`src/rtl/vx_mask_scanner_pkg.sv`:
```
// rtl/vx_mask_scanner_pkg.sv - scan-order selectors shared by the mask scanner and its index finder
package vx_mask_scanner_pkg;

  localparam int SCAN_LSB_FIRST = 0;
  localparam int SCAN_MSB_FIRST = 1;

endpackage

```
`src/rtl/vx_mask_scanner_lzc.sv`:
```
// rtl/vx_mask_scanner_lzc.sv - combinational index of the lowest (MODE 0) or highest (MODE 1) set bit
module vx_mask_scanner_lzc
  import vx_mask_scanner_pkg::*;
#(
  parameter int N    = 8,
  parameter int MODE = SCAN_LSB_FIRST,
  localparam int LOGN = $clog2(N)
) (
  input  logic [N-1:0]    data_i,
  output logic [LOGN-1:0] idx_o,
  output logic            valid_o
);

  // Later loop iterations override earlier ones, so the loop direction sets the priority.
  always_comb begin
    idx_o = '0;
    if (MODE == SCAN_LSB_FIRST) begin
      for (int i = N - 1; i >= 0; i--) begin
        if (data_i[i]) idx_o = LOGN'(i);
      end
    end else begin
      for (int i = 0; i < N; i++) begin
        if (data_i[i]) idx_o = LOGN'(i);
      end
    end
  end

  assign valid_o = |data_i;

endmodule

```
`src/rtl/vx_mask_scanner.sv`:
```
// rtl/vx_mask_scanner.sv - serializes the set bits of a lane mask into one index per cycle on a valid/ready stream
module vx_mask_scanner
  import vx_mask_scanner_pkg::*;
#(
  parameter int N     = 8,
  parameter int MODE  = SCAN_LSB_FIRST,
  parameter int DATAW = 1,
  localparam int LOGN = $clog2(N)
) (
  input  logic             clk_i,
  input  logic             rst_ni,
  input  logic             in_valid_i,
  input  logic [N-1:0]     in_mask_i,
  input  logic [DATAW-1:0] in_data_i,
  output logic             in_ready_o,
  output logic             out_valid_o,
  output logic [LOGN-1:0]  out_idx_o,
  output logic [DATAW-1:0] out_data_o,
  output logic [LOGN-1:0]  out_pos_o,
  output logic             out_last_o,
  input  logic             out_ready_i
);

  typedef enum logic {IDLE, BUSY} state_e;

  state_e           state_q, state_d;
  logic [N-1:0]     rem_mask_q, rem_mask_d;
  logic [DATAW-1:0] tag_q, tag_d;
  logic [LOGN-1:0]  pos_q, pos_d;

  logic [LOGN-1:0]  lzc_idx;
  logic             lzc_valid;
  logic             single_bit;
  logic             out_fire;
  logic             in_fire;

  vx_mask_scanner_lzc #(
    .N    (N),
    .MODE (MODE)
  ) u_lzc (
    .data_i  (rem_mask_q),
    .idx_o   (lzc_idx),
    .valid_o (lzc_valid)
  );

  assign single_bit  = (rem_mask_q & (rem_mask_q - N'(1))) == '0;

  assign out_valid_o = (state_q == BUSY);
  assign out_idx_o   = lzc_idx;
  assign out_data_o  = tag_q;
  assign out_pos_o   = pos_q;
  assign out_last_o  = out_valid_o && single_bit;

  assign out_fire    = out_valid_o && out_ready_i;
  // Accepting on the last handshake lets the next mask follow with no idle cycle.
  assign in_ready_o  = rst_ni && ((state_q == IDLE) || (out_fire && out_last_o));
  assign in_fire     = in_valid_i && in_ready_o;

  always_comb begin
    state_d    = state_q;
    rem_mask_d = rem_mask_q;
    tag_d      = tag_q;
    pos_d      = pos_q;

    if (out_fire) begin
      rem_mask_d = rem_mask_q & ~(N'(1) << lzc_idx);
      pos_d      = pos_q + LOGN'(1);
      if (out_last_o) state_d = IDLE;
    end

    if (in_fire) begin
      if (in_mask_i != '0) begin
        rem_mask_d = in_mask_i;
        tag_d      = in_data_i;
        pos_d      = '0;
        state_d    = BUSY;
      end else begin
        state_d    = IDLE;
      end
    end
  end

  always_ff @(posedge clk_i or negedge rst_ni) begin
    if (!rst_ni) begin
      state_q    <= IDLE;
      rem_mask_q <= '0;
      tag_q      <= '0;
      pos_q      <= '0;
    end else begin
      state_q    <= state_d;
      rem_mask_q <= rem_mask_d;
      tag_q      <= tag_d;
      pos_q      <= pos_d;
    end
  end

  // A BUSY scanner always holds at least one pending lane.
  busy_has_lane : assert property (@(posedge clk_i) disable iff (!rst_ni)
    (state_q != BUSY) || lzc_valid);

endmodule

```
`config.mk`:
```
export PLATFORM = sky130hd
export DESIGN_NAME = vx_mask_scanner
export DESIGN_NICKNAME = d
export VERILOG_FILES = /design/src/rtl/vx_mask_scanner_pkg.sv /design/src/rtl/vx_mask_scanner_lzc.sv /design/src/rtl/vx_mask_scanner.sv
export SDC_FILE = /design/constraint.sdc
export NUM_CORES = 1
export LEC_CHECK = 0
export CAP_MARGIN = 20
export CELL_PAD_IN_SITES_DETAIL_PLACEMENT = 1
export CELL_PAD_IN_SITES_GLOBAL_PLACEMENT = 2
export CORE_AREA = 2 2 58 60
export DETAILED_ROUTE_END_ITERATION = 10
export DIE_AREA = 0 0 60 62
export MAX_ROUTING_LAYER = met4
export PLACE_DENSITY = 0.7
export SETUP_SLACK_MARGIN = 0.02
export SYNTH_ARGS = -nofsm -noshare
export SYNTH_HDL_FRONTEND = slang
export SYNTH_SLANG_ARGS = --single-unit
export TNS_END_PERCENT = 5
```
`constraint.sdc`:
```
create_clock -name clk_i -period 2.3 [get_ports clk_i]
set_input_delay 0.23 -clock clk_i [delete_from_list [all_inputs] [get_ports clk_i]]
set_output_delay 0.23 -clock clk_i [all_outputs]
set_load 0.02 [all_outputs]
```
==> summary.log, run 1 <==
INFO  timing         setup_viol=0
INFO  synth          proportion_of_synthesized_area_in_mux_cells=1.90%
INFO  synth          synthDominantCellAreaShare=41.1%
INFO  layout         layout_common_cells=clkdlybuf4s50_1, dfrtp_1, buf_4
INFO  layout         post_layout_cell_count=162
INFO  worst_setup_path cp_cell_sequence=or4_4, o21a_1, or2_2, a21oi_2, buf_6
INFO  layout         diodes=0
INFO  worst_setup_path worstPathRequired=2.07ns
INFO  timing         post-route-worst-setup-slack=0.106ns
INFO  synth          synthesis.yosys.warnings=0
INFO  flow_run       max_cap_violations=0
INFO  synth          yosys.area_share.adder=2.84%
INFO  grt            grt_antenna_before_repair=0
INFO  clocking       clock_tree_root_driver_cell=clkbuf_4
INFO  clocking       clk_transition_reported_paths=0.08ns
INFO  worst_setup_path cp_slowest_stage_delay=0.55ns
INFO  worst_setup_path worst-path-buf-inv=1
INFO  placement      gp_routability_congestion=0.791
INFO  placement      dpl.cell_count=158
INFO  power_and_ir_drop max_rail_drop_vdd=0.360mV
INFO  routing        detail_route.wl_per_cell=15.2um
INFO  clocking       clock_path_buffers=2
INFO  routing        detail_route.wirelength=2470um
INFO  floorplan      die_x=60um
INFO  timing         max_slew_margin=70.3%
INFO  layout         areaGrowthSynthToFinish=48.0%
INFO  floorplan      fp.dieArea=0.00372mm2
INFO  synth          yosys.area_share.simple=18.2%
INFO  timing         finalHoldWorstSlack=0.334ns
INFO  timing         fmax=0.456GHz
INFO  worst_setup_path end_kind=output port
INFO  grt            grt_use_total=15.6%
INFO  floorplan      io_pins=23
INFO  clocking       tritoncts=done
INFO  synth          yosysSeqAreaShare=41.1%
INFO  worst_setup_path crit_path_start_kind=flop
INFO  synth          yosys_register_bits=13
INFO  grt            maximum_number_of_pins_on_one_net_before_global_route_repair=14
INFO  placement      dpl_worst_slack=-0.110ns
INFO  power_and_ir_drop power_density=1480mW/mm2
INFO  clocking       tritoncts_num_sinks=13
INFO  timing         clock_skew=0.00459ns
INFO  layout         final_net_count=131
INFO  synth          synth.cell_area=792um2
INFO  grt            grt_pass1_wl=4080um
INFO  placement      dpl.hpwl=1920um
INFO  outcome        outcome=complete, no violations
INFO  synth          synthDominantAreaCellType=dfrtp_1
INFO  routing        drc_errors=0
INFO  worst_setup_path cp_max_fo=3
INFO  worst_setup_path family_of_cells_with_the_greatest_summed_delay_on_the_critical_path=simple AND/OR/NAND/NOR gates
INFO  timing         rsz0062_at_grt=false
INFO  floorplan      std_cell_rows=21
INFO  clocking       worst_skew_pair.late_latency=0.28ns
INFO  routing        route.detailed.vias_per_inst=4.80
INFO  floorplan      die_h=62um
INFO  placement      placement.cell_area=0.00113mm2
INFO  min_path       min-delay-path-class=input pin to asynchronous set/reset pin
INFO  worst_setup_path crit_slowest_cell=or4_4
INFO  timing         share_of_the_cycle_needed_by_the_critical_path_after_routing=95.4%
INFO  floorplan      start_util=24.9%
INFO  clocking       htreeDepth=1
INFO  routing        num_vias=777
INFO  clocking       ctsHoldBuffers=0
INFO  clocking       post_cts_setup_buffer_count=0
INFO  timing         actual_slew_at_the_worst_max_slew_pin=0.440ns
INFO  layout         post_route_cells_drive_above_1_share=23.3%
INFO  floorplan      placeableCoreArea=0.00318mm2
INFO  timing         maxSlewViolCount=0
INFO  routing        drtPass1Iterations=4
INFO  grt            first_global_vias=840
INFO  power_and_ir_drop p_leak=0.516nW
INFO  synth          synth_instances=82
INFO  synth          synth_compound_gate_area_share=28.9%
INFO  layout         postLayoutCoreUtil=36.9%
INFO  synth          synth_xor_area_share=2.21%
INFO  routing        detail_route.iter0.violations=8
INFO  worst_setup_path worst-endpoint-arrival=1.96ns
INFO  placement      io_buffers=22
INFO  grt            grt_remaining_overflow=0
INFO  synth          yosysUniqueCellTypes=36
INFO  layout         most_frequent_standard_cell_in_the_layout_excluding_fill_and_tap_cells=clkdlybuf4s50_1
INFO  synth          synthesis.nets=96
INFO  clocking       cts_inserted_buffers=3
INFO  timing         final_period_minus_worst_setup_slack=2.19ns
INFO  synth          post_synth.cell_area_avg=9.66um2
INFO  timing         finalHoldViolCount=0
INFO  worst_setup_path worst-setup-path-type=flop to output port
INFO  synth          synthTopCellsByArea=dfrtp_1, o2bb2ai_1, a32o_1, nand2_1, a211oi_1
INFO  routing        drtAntennaViolNets=0
INFO  layout         finalInstanceArea=0.00117mm2
INFO  synth          largest_family_of_logic_cells_by_synthesized_area=compound AO/OA/AOI/OAI gates
## registers in the layout (all words and copies together) (netlist names)
register,flops
out_data_o,1
out_valid_o,1
rem_mask_q,8
out_pos_o,3
## cell usage after synthesis (all sizes together)
master and instances:
maj3 1, xor2 2, a32o 3, a211oi 3, nand3 1, nand4 1, a21oi 3, nor4 2
o41ai 1, dfrtp 13, or2 3, mux2 1, o31ai 2, inv 6, o211ai 1, o21a 1
o21ai 4, and3 1, a22o 1, o21bai 3, nor2 5, nand2 8, buf 2, a211o 1
or4 1, a41oi 1, o2bb2ai 4, and2 2, o221ai 1, or3 1, ha 1, nor2b 2
## what timing repair did
item                       in CTS  in global routing
gates resized for setup        11                  7
hold endpoints to repair        0                  0
setup endpoints to repair       5                  7
pin swaps                       0                  4
## final cells by class
type,instances,area [um2]
Sequential cell,13,325
Multi-Input combinational cell,61,447
Tap cell,46,57.6
Fill cell,384,2010
Inverter,6,22.5
Clock buffer,4,26.3
Timing Repair Buffer,32,294
## stage by stage
stage               total power, mW  setup TNS (ns)
floorplan                      1.08               0
global placement               1.55         -0.0949
detailed placement             1.58          -0.182
global route                   1.88               0
CTS                            1.72         -0.0394
finish                         1.74               0
## power breakdown
group / switching, mW / internal, mW
Sequential: 0.0888 / 0.333
Combinational: 0.630 / 0.542
Clock: 0.0767 / 0.0673
Total: 0.795 / 0.942
## logic make-up after synthesis
kind of cell	Yosys count
AO/OA/AOI/OAI	29
AND/OR/NAND/NOR	27
flip-flops	13
buffers and inverters	8
XOR/XNOR	2
adder cells (fa/ha/maj)	2
multiplexers	1
## per-layer routing
layer  global-route usage (%)  wire length (um)  vias up
met3                     1.24                31        4
met4                     6.67                39        0
li1                         -                 -      375
met2                     25.8              1200       13
met1                     19.7              1200      385
met5                        -                 0        -
## worst paths after layout
kind,startpoint,end,slack (ns),cells after the start
min in group clk_i,out_data_o,out_data_o,0.53,1
worst max register to register,rem_mask_q[3],out_data_o,0.12,6
worst max-delay path,rem_mask_q[3],out_last_o,0.11,5
worst min-delay path,rst_ni,rem_mask_q[5],0.33,2
max in group asynchronous,rst_ni,rem_mask_q[4],1.80,2
worst min register to register,out_data_o,out_data_o,0.53,1
(Power assumes the default switching activity.)
==> inputs of run 2 (changes only) <==
--- a/config.mk
+++ b/config.mk
@@ -14,6 +14,7 @@
 export MAX_ROUTING_LAYER = met4
 export PLACE_DENSITY = 0.7
 export SETUP_SLACK_MARGIN = 0.02
+export SLEW_MARGIN = 20
 export SYNTH_ARGS = -nofsm -noshare
 export SYNTH_HDL_FRONTEND = slang
 export SYNTH_SLANG_ARGS = --single-unit
==> results of run 2 <==
Same layout as run 1: the final DEF is identical, and so are final timing and power.
==> inputs of run 3 (changes only) <==
--- a/config.mk
+++ b/config.mk
@@ -8,11 +8,12 @@
 export CAP_MARGIN = 20
 export CELL_PAD_IN_SITES_DETAIL_PLACEMENT = 1
 export CELL_PAD_IN_SITES_GLOBAL_PLACEMENT = 2
-export CORE_AREA = 2 2 58 60
+export CORE_AREA = 2 2 51 53
 export DETAILED_ROUTE_END_ITERATION = 10
-export DIE_AREA = 0 0 60 62
+export DIE_AREA = 0 0 53 55
+export DONT_BUFFER_PORTS = 1
 export MAX_ROUTING_LAYER = met4
-export PLACE_DENSITY = 0.7
+export PLACE_DENSITY = 0.68
 export SETUP_SLACK_MARGIN = 0.02
 export SLEW_MARGIN = 20
 export SYNTH_ARGS = -nofsm -noshare
==> run 3 against run 2 <==
Against the previous run:
- via count decreased by 14%
- cell count decreased by 25%
- maximum frequency decreased by 1.2%
==> summary.log, run 3 (same netlist as run 1, synthesis figures left out) <==
INFO  routing        detail_route.wirelength=2060um
INFO  power_and_ir_drop power.switching_fraction=49.2%
INFO  clocking       clk_transition_reported_paths=0.08ns
INFO  clocking       tritoncts_num_sinks=13
INFO  clocking       worst_skew_pair.late_latency=0.27ns
INFO  worst_setup_path cp_cell_sequence=or4_4, o21a_1, or2_2, a21oi_2, buf_4
INFO  routing        num_vias=672
INFO  placement      gp_routability_congestion=0.775
INFO  power_and_ir_drop p_seq_share=32.8%
INFO  routing        route.detailed.vias_per_inst=5.55
INFO  worst_setup_path end_kind=output port
INFO  power_and_ir_drop fin_total_pwr=1.48mW
INFO  outcome        outcome=complete, no violations
INFO  timing         finalHoldWorstSlack=0.0742ns
INFO  routing        drc_errors=0
INFO  layout         post_route_cells_drive_above_1_share=19.8%
INFO  floorplan      placeableCoreArea=0.00236mm2
INFO  grt            grt_pass1_wl=3310um
INFO  flow_run       max_cap_violations=0
INFO  worst_setup_path register_to_register_path_setup_slack=0.19ns
INFO  power_and_ir_drop max_rail_drop_vdd=0.726mV
INFO  routing        detail_route.iter0.violations=12
INFO  placement      dpl.hpwl=1600um
INFO  layout         largest_register_ffs=8
INFO  timing         max_slew_margin=59.6%
INFO  routing        drtAntennaViolNets=0
INFO  layout         areaGrowthSynthToFinish=15.0%
INFO  power_and_ir_drop pwr-share-clk=9.7%
INFO  timing         final_period_minus_worst_setup_slack=2.22ns
INFO  timing         fmax=0.450GHz
INFO  timing         totalNegativeSetupSlack=0ns
INFO  timing         finalHoldViolCount=0
INFO  grt            maximum_number_of_pins_on_one_net_before_global_route_repair=14
INFO  power_and_ir_drop p_switching=727uW
INFO  layout         diodes=0
INFO  layout         post_layout_cell_count=121
INFO  floorplan      die_h=55um
INFO  clocking       clock_tree_root_driver_cell=clkbuf_4
INFO  grt            first_global_vias=719
INFO  timing         setup_viol=0
INFO  grt            grt_use_total=16.5%
INFO  layout         layout_common_cells=dfrtp_1, nand2_1, inv_1, buf_4, nor2_1
INFO  layout         top_register_by_number_of_flip_flops=rem_mask_q
INFO  power_and_ir_drop internal_power=750uW
INFO  worst_setup_path worst-setup-path-type=flop to output port
INFO  layout         most_frequent_standard_cell_in_the_layout_excluding_fill_and_tap_cells=dfrtp_1
INFO  worst_setup_path family_of_cells_with_the_greatest_summed_delay_on_the_critical_path=simple AND/OR/NAND/NOR gates
INFO  worst_setup_path cp_slowest_stage_delay=0.54ns
INFO  routing        detail_route.wl_per_cell=17.0um
INFO  placement      dpl.cell_count=115
INFO  floorplan      fp.dieArea=0.00292mm2
INFO  layout         final_net_count=106
INFO  power_and_ir_drop power_density=1620mW/mm2
INFO  power_and_ir_drop comb_power_share=57.5%
INFO  grt            grt_remaining_overflow=0
INFO  grt            grt_antenna_before_repair=0
INFO  floorplan      io_pins=23
INFO  worst_setup_path worst-endpoint-arrival=1.99ns
INFO  timing         maxSlewViolCount=0
INFO  worst_setup_path worst-path-buf-inv=1
INFO  floorplan      std_cell_rows=18
INFO  min_path       min-delay-path-class=input pin to flop
INFO  worst_setup_path worstPathRequired=2.07ns
INFO  timing         rsz0062_at_grt=true
INFO  timing         actual_slew_at_the_worst_max_slew_pin=0.604ns
INFO  timing         share_of_the_cycle_needed_by_the_critical_path_after_routing=96.6%
INFO  clocking       cts_inserted_buffers=3
INFO  routing        drtPass1Iterations=4
INFO  power_and_ir_drop p_leak=0.396nW
INFO  clocking       tritoncts=done
INFO  worst_setup_path crit_path_start_kind=flop
INFO  clocking       clock_path_buffers=2
INFO  worst_setup_path cp_max_fo=3
INFO  worst_setup_path crit_slowest_cell=or4_4
INFO  clocking       htreeDepth=1
INFO  timing         clock_skew=0.00119ns
INFO  floorplan      start_util=33.5%
INFO  placement      io_buffers=0
INFO  floorplan      die_x=53um
[run 3: metal layers]
layer	vias to the layer above	GRT usage [%]	part of all wire, %
met3	2	2.96	3.9
met1	330	20.3	44
met4	0	5.13	0.24
met2	11	27.7	52
li1	329	-	-
met5	-	-	0
[run 3: final cells by class]
class,count,area (um2)
repair buffers,7,55.1
inverters,6,22.5
clock buffers,4,26.3
multi-input cells,61,444
flip-flops and latches,13,325
well taps,30,37.5
fillers,286,1450
[run 3: path summary, 6_finish.rpt]
| kind | startpoint | end | depth (start not counted) |
|---|---|---|---|
| min in group asynchronous | rst_ni | out_data_o | 1 |
| worst min-delay path | in_mask_i[6] | rem_mask_q[6] | 1 |
| worst min register to register | rem_mask_q[4] | rem_mask_q[4] | 2 |
| worst max register to register | rem_mask_q[3] | out_data_o | 5 |
| worst max-delay path | rem_mask_q[3] | out_last_o | 5 |
| max in group asynchronous | rst_ni | rem_mask_q[3] | 1 |
[run 3: power by group through the flow]
stage | combinational (mW) | sequential [mW] | clock, mW
2_1_floorplan | 0.594 | 0.486 | 0
3_3_place_gp | 0.784 | 0.492 | 0
3_5_place_dp | 0.785 | 0.496 | 0
4_1_cts | 0.822 | 0.484 | 0.148
5_1_grt | 0.948 | 0.504 | 0.153
6_report | 0.850 | 0.485 | 0.143
[run 3: worst register-to-register path, cell delays in order (launching register included)]
cell	delay (ns)
dfrtp_1	0.38
or4_4	0.54
or2_4	0.29
o221ai_4	0.25
and3_1	0.24
mux2_4	0.30
[run 3: repair_timing]
item,CTS,global route
buffers inserted,1,0
endpoints found under the setup margin,2,4
hold buffers,1,0
pin swaps,0,1
gates cloned,0,0
gates resized for setup,1,2
hold endpoints to repair,13,0
[run 3: through the flow]
stage	area (um2)	worst slack [ns]	util, %
2_1_floorplan	792	0.155	-
3_3_place_gp	851	0.172	36.0
3_5_place_dp	851	0.128	36.0
4_1_cts	896	0.0634	37.9
5_1_grt	911	0.00105	38.5
6_report	911	0.0784	38.5
